## src/rtl/nh_lcd_line_feeder_pkg.sv

```systemverilog
// Shared definitions for the LCD line feeder: FSM states, last-marker position
// and ping-pong buffer select codes.
package nh_lcd_line_feeder_pkg;

    typedef enum logic [2:0] {
        ST_IDLE,
        ST_GET_FIFO,
        ST_WRITE,
        ST_RELEASE,
        ST_FRAME_DONE
    } state_t;

    localparam int unsigned LAST_BIT = 24;

    localparam logic [1:0] BUF_NONE = 2'b00;
    localparam logic [1:0] BUF_0    = 2'b01;
    localparam logic [1:0] BUF_1    = 2'b10;

endpackage

```

## src/rtl/nh_lcd_line_feeder_rgb565.sv

```systemverilog
// Combinational RGB565 -> RGB888 expansion; the low bits of each channel are
// filled by replicating its most significant bits.
module nh_lcd_rgb565_expand (
    input  logic [15:0] pix565_i,
    output logic [23:0] pix888_o
);

    logic [4:0] r5;
    logic [5:0] g6;
    logic [4:0] b5;

    assign r5 = pix565_i[15:11];
    assign g6 = pix565_i[10:5];
    assign b5 = pix565_i[4:0];

    assign pix888_o = {r5, r5[4:2], g6, g6[5:4], b5, b5[4:2]};

endmodule

```

## src/rtl/nh_lcd_line_feeder.sv

```systemverilog
// Streams source pixel words into ping-pong LCD line buffers, one line (or one
// buffer-full slice of a line) per buffer ownership, marking the last pixel of each line.
module nh_lcd_line_feeder
    import nh_lcd_line_feeder_pkg::*;
#(
    parameter int DATAS_WIDTH = LAST_BIT
) (
    input  logic                 clk,
    input  logic                 rst,
    input  logic                 i_enable,
    input  logic [31:0]          i_image_width,
    input  logic [31:0]          i_image_height,
    input  logic                 i_unpack_pixels,
    input  logic                 i_pix_valid,
    output logic                 o_pix_ready,
    input  logic [31:0]          i_pix_data,
    input  logic [1:0]           i_fifo_rdy,
    output logic [1:0]           o_fifo_act,
    output logic                 o_fifo_stb,
    input  logic [23:0]          i_fifo_size,
    output logic [DATAS_WIDTH:0] o_fifo_data,
    output logic                 o_frame_done,
    output logic                 o_busy
);

    state_t state_q, state_d;

    logic [1:0]           act_q, act_d;
    logic                 stb_q, stb_d;
    logic [DATAS_WIDTH:0] data_q, data_d;
    logic [31:0]          width_q, width_d;
    logic [31:0]          height_q, height_d;
    logic                 unpack_q, unpack_d;
    logic [31:0]          pixel_cnt_q, pixel_cnt_d;
    logic [31:0]          line_cnt_q, line_cnt_d;
    logic [23:0]          buf_cnt_q, buf_cnt_d;
    logic                 pend_q, pend_d;
    logic [15:0]          hi_q, hi_d;
    logic                 line_end_q, line_end_d;

    logic        start;
    logic        accept;
    logic        buf_full;
    logic        line_full;
    logic        pend_write;
    logic        is_last;
    logic [15:0] exp_src;
    logic [23:0] exp_pix;

    assign start      = i_enable && (i_image_width != '0) && (i_image_height != '0);
    assign buf_full   = (buf_cnt_q >= i_fifo_size);
    assign line_full  = (pixel_cnt_q >= width_q);
    assign pend_write = (state_q == ST_WRITE) && pend_q && !buf_full;
    assign accept     = o_pix_ready && i_pix_valid;
    assign is_last    = (pixel_cnt_q == width_q - 32'd1);

    // A pending upper half is expanded through the same converter as a fresh lower half.
    assign exp_src = pend_q ? hi_q : i_pix_data[15:0];

    nh_lcd_rgb565_expand u_expand (
        .pix565_i (exp_src),
        .pix888_o (exp_pix)
    );

    always_ff @(posedge clk) begin
        if (rst) begin
            state_q <= ST_IDLE;
        end else begin
            state_q <= state_d;
        end
    end

    always_comb begin
        state_d = state_q;
        case (state_q)
            ST_IDLE: begin
                if (start) begin
                    state_d = ST_GET_FIFO;
                end
            end
            ST_GET_FIFO: begin
                if (i_fifo_rdy != BUF_NONE) begin
                    state_d = ST_WRITE;
                end
            end
            ST_WRITE: begin
                if (line_full || buf_full) begin
                    state_d = ST_RELEASE;
                end
            end
            ST_RELEASE: begin
                if (!line_end_q || (line_cnt_q < height_q)) begin
                    state_d = ST_GET_FIFO;
                end else begin
                    state_d = ST_FRAME_DONE;
                end
            end
            ST_FRAME_DONE: begin
                state_d = ST_IDLE;
            end
            default: begin
                state_d = ST_IDLE;
            end
        endcase
    end

    always_comb begin
        o_busy       = (state_q != ST_IDLE);
        o_frame_done = (state_q == ST_FRAME_DONE);
        o_pix_ready  = (state_q == ST_WRITE) && !pend_q &&
                       (pixel_cnt_q < width_q) && (buf_cnt_q < i_fifo_size);
    end

    always_comb begin
        act_d       = act_q;
        stb_d       = 1'b0;
        data_d      = data_q;
        width_d     = width_q;
        height_d    = height_q;
        unpack_d    = unpack_q;
        pixel_cnt_d = pixel_cnt_q;
        line_cnt_d  = line_cnt_q;
        buf_cnt_d   = buf_cnt_q;
        pend_d      = pend_q;
        hi_d        = hi_q;
        line_end_d  = line_end_q;

        case (state_q)
            ST_IDLE: begin
                if (start) begin
                    width_d     = i_image_width;
                    height_d    = i_image_height;
                    unpack_d    = i_unpack_pixels;
                    pixel_cnt_d = '0;
                    line_cnt_d  = '0;
                end
            end
            ST_GET_FIFO: begin
                buf_cnt_d = '0;
                if (i_fifo_rdy[0]) begin
                    act_d = BUF_0;
                end else if (i_fifo_rdy[1]) begin
                    act_d = BUF_1;
                end
            end
            ST_WRITE: begin
                if (pend_write) begin
                    stb_d       = 1'b1;
                    data_d      = {is_last, exp_pix};
                    pixel_cnt_d = pixel_cnt_q + 32'd1;
                    buf_cnt_d   = buf_cnt_q + 24'd1;
                    pend_d      = 1'b0;
                end else if (accept) begin
                    stb_d       = 1'b1;
                    data_d      = {is_last, unpack_q ? exp_pix : i_pix_data[23:0]};
                    pixel_cnt_d = pixel_cnt_q + 32'd1;
                    buf_cnt_d   = buf_cnt_q + 24'd1;
                    // Upper half is only kept when it still belongs to this line.
                    if (unpack_q && (pixel_cnt_q + 32'd1 < width_q)) begin
                        pend_d = 1'b1;
                        hi_d   = i_pix_data[31:16];
                    end
                end else if (line_full || buf_full) begin
                    act_d      = BUF_NONE;
                    line_end_d = line_full;
                    if (line_full) begin
                        line_cnt_d  = line_cnt_q + 32'd1;
                        pixel_cnt_d = '0;
                    end
                end
            end
            ST_FRAME_DONE: begin
                line_cnt_d  = '0;
                pixel_cnt_d = '0;
            end
            default: begin
            end
        endcase
    end

    always_ff @(posedge clk) begin
        if (rst) begin
            act_q       <= '0;
            stb_q       <= 1'b0;
            data_q      <= '0;
            width_q     <= '0;
            height_q    <= '0;
            unpack_q    <= 1'b0;
            pixel_cnt_q <= '0;
            line_cnt_q  <= '0;
            buf_cnt_q   <= '0;
            pend_q      <= 1'b0;
            hi_q        <= '0;
            line_end_q  <= 1'b0;
        end else begin
            act_q       <= act_d;
            stb_q       <= stb_d;
            data_q      <= data_d;
            width_q     <= width_d;
            height_q    <= height_d;
            unpack_q    <= unpack_d;
            pixel_cnt_q <= pixel_cnt_d;
            line_cnt_q  <= line_cnt_d;
            buf_cnt_q   <= buf_cnt_d;
            pend_q      <= pend_d;
            hi_q        <= hi_d;
            line_end_q  <= line_end_d;
        end
    end

    assign o_fifo_act  = act_q;
    assign o_fifo_stb  = stb_q;
    assign o_fifo_data = data_q;

endmodule

```

## config.mk

```make
export PLATFORM = sky130hd
export DESIGN_NAME = nh_lcd_line_feeder
export DESIGN_NICKNAME = d
export VERILOG_FILES = /design/src/rtl/nh_lcd_line_feeder_pkg.sv /design/src/rtl/nh_lcd_line_feeder_rgb565.sv /design/src/rtl/nh_lcd_line_feeder.sv
export SDC_FILE = /design/constraint.sdc
export NUM_CORES = 1
export LEC_CHECK = 0
export ABC_AREA = 1
export BUFFER_PORTS_ARGS = -buffer_cell sky130_fd_sc_hd__buf_2
export CELL_PAD_IN_SITES_DETAIL_PLACEMENT = 1
export CELL_PAD_IN_SITES_GLOBAL_PLACEMENT = 1
export CORE_MARGIN = 3
export CORE_UTILIZATION = 46
export CTS_CLUSTER_DIAMETER = 150
export DETAILED_ROUTE_END_ITERATION = 10
export MAX_ROUTING_LAYER = met4
export PLACE_DENSITY = 0.93
export SYNTH_ARGS = -nofsm -noshare
export SYNTH_HDL_FRONTEND = slang
export SYNTH_HIERARCHICAL = 1
export SYNTH_SLANG_ARGS = --single-unit
```

## constraint.sdc

```tcl
create_clock -name clk -period 7 [get_ports clk]
set_input_delay 0.7 -clock clk [delete_from_list [all_inputs] [get_ports clk]]
set_output_delay 0.7 -clock clk [all_outputs]
set_load 0.02 [all_outputs]
```

==> results.toml <==
[global_routing]
grt_pass1_vias = 16547
grt_max_degree = 79
antenna_found_initial = 3
gr-total-overflow = 0
grt_pass1_wl_um = 84100
grt_usage_pct = 30.8

[sta]
worst_slack_ns = 2.71
final.setup_skew_ns = 0.0109
worst-slew-pin-transition_ns = 1.19
fin_setup_tns_ns = 0
period_needed_ns = 4.29
final_max_slew_viol_count = 0
fmax_mhz = 233
slew_headroom_pct = 20.3
fin_crit_sh_pct = 61.3
hold_viol_final = 0
setup-violations-final = 0
rsz0062_at_grt = "false"

[final_layout]
areaGrowthSynthToFinish_pct = 11.3
drive_gt1_share_pct = 9.83
fin_area_mm2 = 0.0165
seqCellArea_mm2 = 0.00404
num-nets-final = 2673
nFillCells = 4322
multi_input_area_mm2 = 0.00909
final_common_cell = "nand2_1"
final_cell_mix = "583 x nand2_1, 294 x inv_1, 280 x nor2_1"
fin_util_pct = 52.1

[synth]
yosysTopAreaCell = "dfxtp_1"
ys_seq_area_share_pct = 27.3
synth.avg_cell_area_um2 = 6.33
synthTopCellsByArea = "dfxtp_1 27%, nand2_1 15%, ha_1 10%, inv_1 7.5%, a21oi_1 7.4%"
netlist.area_leader.share_pct = 27.3
synth_edf_count = 0
ys_ff_latch = 202
synth.distinct_cells = 45
yosys_warnings = 6
synthFlopType = "dfxtp_1"
syn_area_mm2 = 0.0148
syn_inst = 2340
syn-num-nets = 2590
async_flop_share_pct = 0

[clock_network]
ctsResizeCount = 0
clock_sinks = 202
postCtsSetupRepairBufs = 0
clock_latency_ns = 0.55
cts_hold_buf = 0
h-tree-depth = 1
cts_tree = "built"
cts_buffers = 25
clkTransAtPathRegs_ns = 0.06
root_buffer = "clkbuf_16"
clock_path_buffers = 3

[min_path]
hold_path_class = "primary input to flop"
min_to = "hi_q[15]"
hold-path-cell-count = 3
min-delay-start = "i_pix_data[31]"

[critical_path]
regToRegEndpoint = "hi_q[14]"
path_cells = "inv_1 -> nor4_1 -> nand2_1 -> inv_1 -> nand2_1 -> nor2_1 -> nand2_1 -> nor2_1 -> xor2_1 -> inv_1 -> ha_1 -> nand2_1 -> nor2_1 -> nand4_1 -> nor4_1 -> a21oi_1 -> nand2_1 -> o21ai_0 -> nor2_1"
r2r_cells = 19
slowest_delay_ns = 0.75
criticalPathCategory = "flop to flop"
crit_path_frequent_cell = "nand2_1"
cp-start-kind = "flop"
crit_fanout = 33
crit_required_ns = 7.48
ff2ff_setup_slack_ns = 2.71
cpMaxStageDelayCell = "nand2_1"
r2r-start = "pixel_cnt_q[3]"
crit_arrival_ns = 4.77
cp-end-kind = "flop"

[routing]
drtPass1Iterations = 6
wl_um = 52500
wire_per_inst_um = 18.5
ant_nets = 0
drc = 0
avgViaCountPerCell = 5.57
drt-initial-drc-count = 903
vias = 15856

[floorplan]
coreArea_mm2 = 0.0316
die_w_um = 185
io_pins = 158
rows = 65
dieArea_mm2 = 0.0344
initial_core_util_pct = 46.8
die_h_um = 185

[place]
place_ws_ns = 2.87
dp_hpwl_um = 39800
placed_area_mm2 = 0.0156
gp_congestion = 0.989
port-buffer-count = 157

[power]
powerDensity_mw_per_mm2 = 324
ir_drop_mv = 0.279
power_mw = 5.34
p_leak_nw = 7.80

[run_status]
outcome = "finished, final reports clean"

[run]
cap_violations = 0
logic make-up after synthesis:
kind of cell    share of synthesized area (%)
compound gates                           13.1
xor+xnor                                 4.29
fa+ha+maj                                10.4
buf+inv                                  11.4
flops                                    27.3
simple gates                             33.5
synthesized netlist by cell type (38+ instances only):
cell type	instances
nand2_1	583
inv_1	295
nor2_1	280
a21oi_1	219
dfxtp_1	202
nand3_1	148
o21ai_0	135
ha_1	123
xor2_1	55
clkbuf_1	44
buf_4	39
nor3_1	38
where the power goes:
| group | total [mW] | leakage, nW | switching [mW] | internal (mW) |
|---|---|---|---|---|
| Clock | 1.42 | 0.444 | 0.556 | 0.867 |
| Combinational | 2.36 | 5.71 | 1.64 | 0.719 |
| Sequential | 1.56 | 1.65 | 0.207 | 1.35 |
through the flow:
stage / instances / hold WS, ns
final: 2846 / 0.403
after global routing: 2846 / 0.397
after CTS: 2843 / 0.385
after detailed placement: 2798 / 0.452
after global placement: 2798 / 0.438
after floorplan: 2340 / 0.424
critical path, delay by kind of cell, from the launching register on:
| kind | cells | cell delay, ns |
|---|---|---|
| and+or+nand+nor | 12 | 2.55 |
| DFF | 1 | 0.43 |
| AOI/OAI and AO/OA | 2 | 0.38 |
| buffers and inverters | 3 | 0.31 |
| adders and majority gates | 1 | 0.30 |
| xor gates and xnor gates | 1 | 0.23 |
sequential cells by signal (all words and copies together) (netlist names):
name         cells
o_fifo_data     25
unpack_q         1
pend_q           1
state_q          3
buf_cnt_q       24
line_end_q       1
width_q         32
pixel_cnt_q     32
hi_q            16
o_fifo_act       2
height_q        32
o_fifo_stb       1
line_cnt_q      32
worst max path at each step:
stage	start	to	slack, ns	cells after the start
6_report	pixel_cnt_q[3]	hi_q[14]	2.71	19
5_1_grt	pixel_cnt_q[2]	hi_q[8]	2.29	20
4_1_cts	pixel_cnt_q[3]	hi_q[14]	2.80	20
3_5_place_dp	pixel_cnt_q[3]	hi_q[3]	2.87	19
3_3_place_gp	pixel_cnt_q[10]	hi_q[6]	3.02	18
2_1_floorplan	pixel_cnt_q[3]	hi_q[10]	4.04	21
metal layers:
layer  share of wire (%)  track usage (%)
met2                  50             54.8
met1                  42             35.9
met5                   0                -
met3                 4.2             3.46
met4                 4.1             11.3
cell type report:
| class | instances | share of cell area (%) |
|---|---|---|
| clock buffer | 33 | 4.34 |
| timing repair buffer | 160 | 4.91 |
| tap | 402 | 3.05 |
| clock inverter | 12 | 1.08 |
| inverter | 300 | 6.84 |
| antenna | 3 | 0.0456 |
| multi-input combinational | 1734 | 55.2 |
| sequential | 202 | 24.5 |
(Power assumes the default switching activity.)
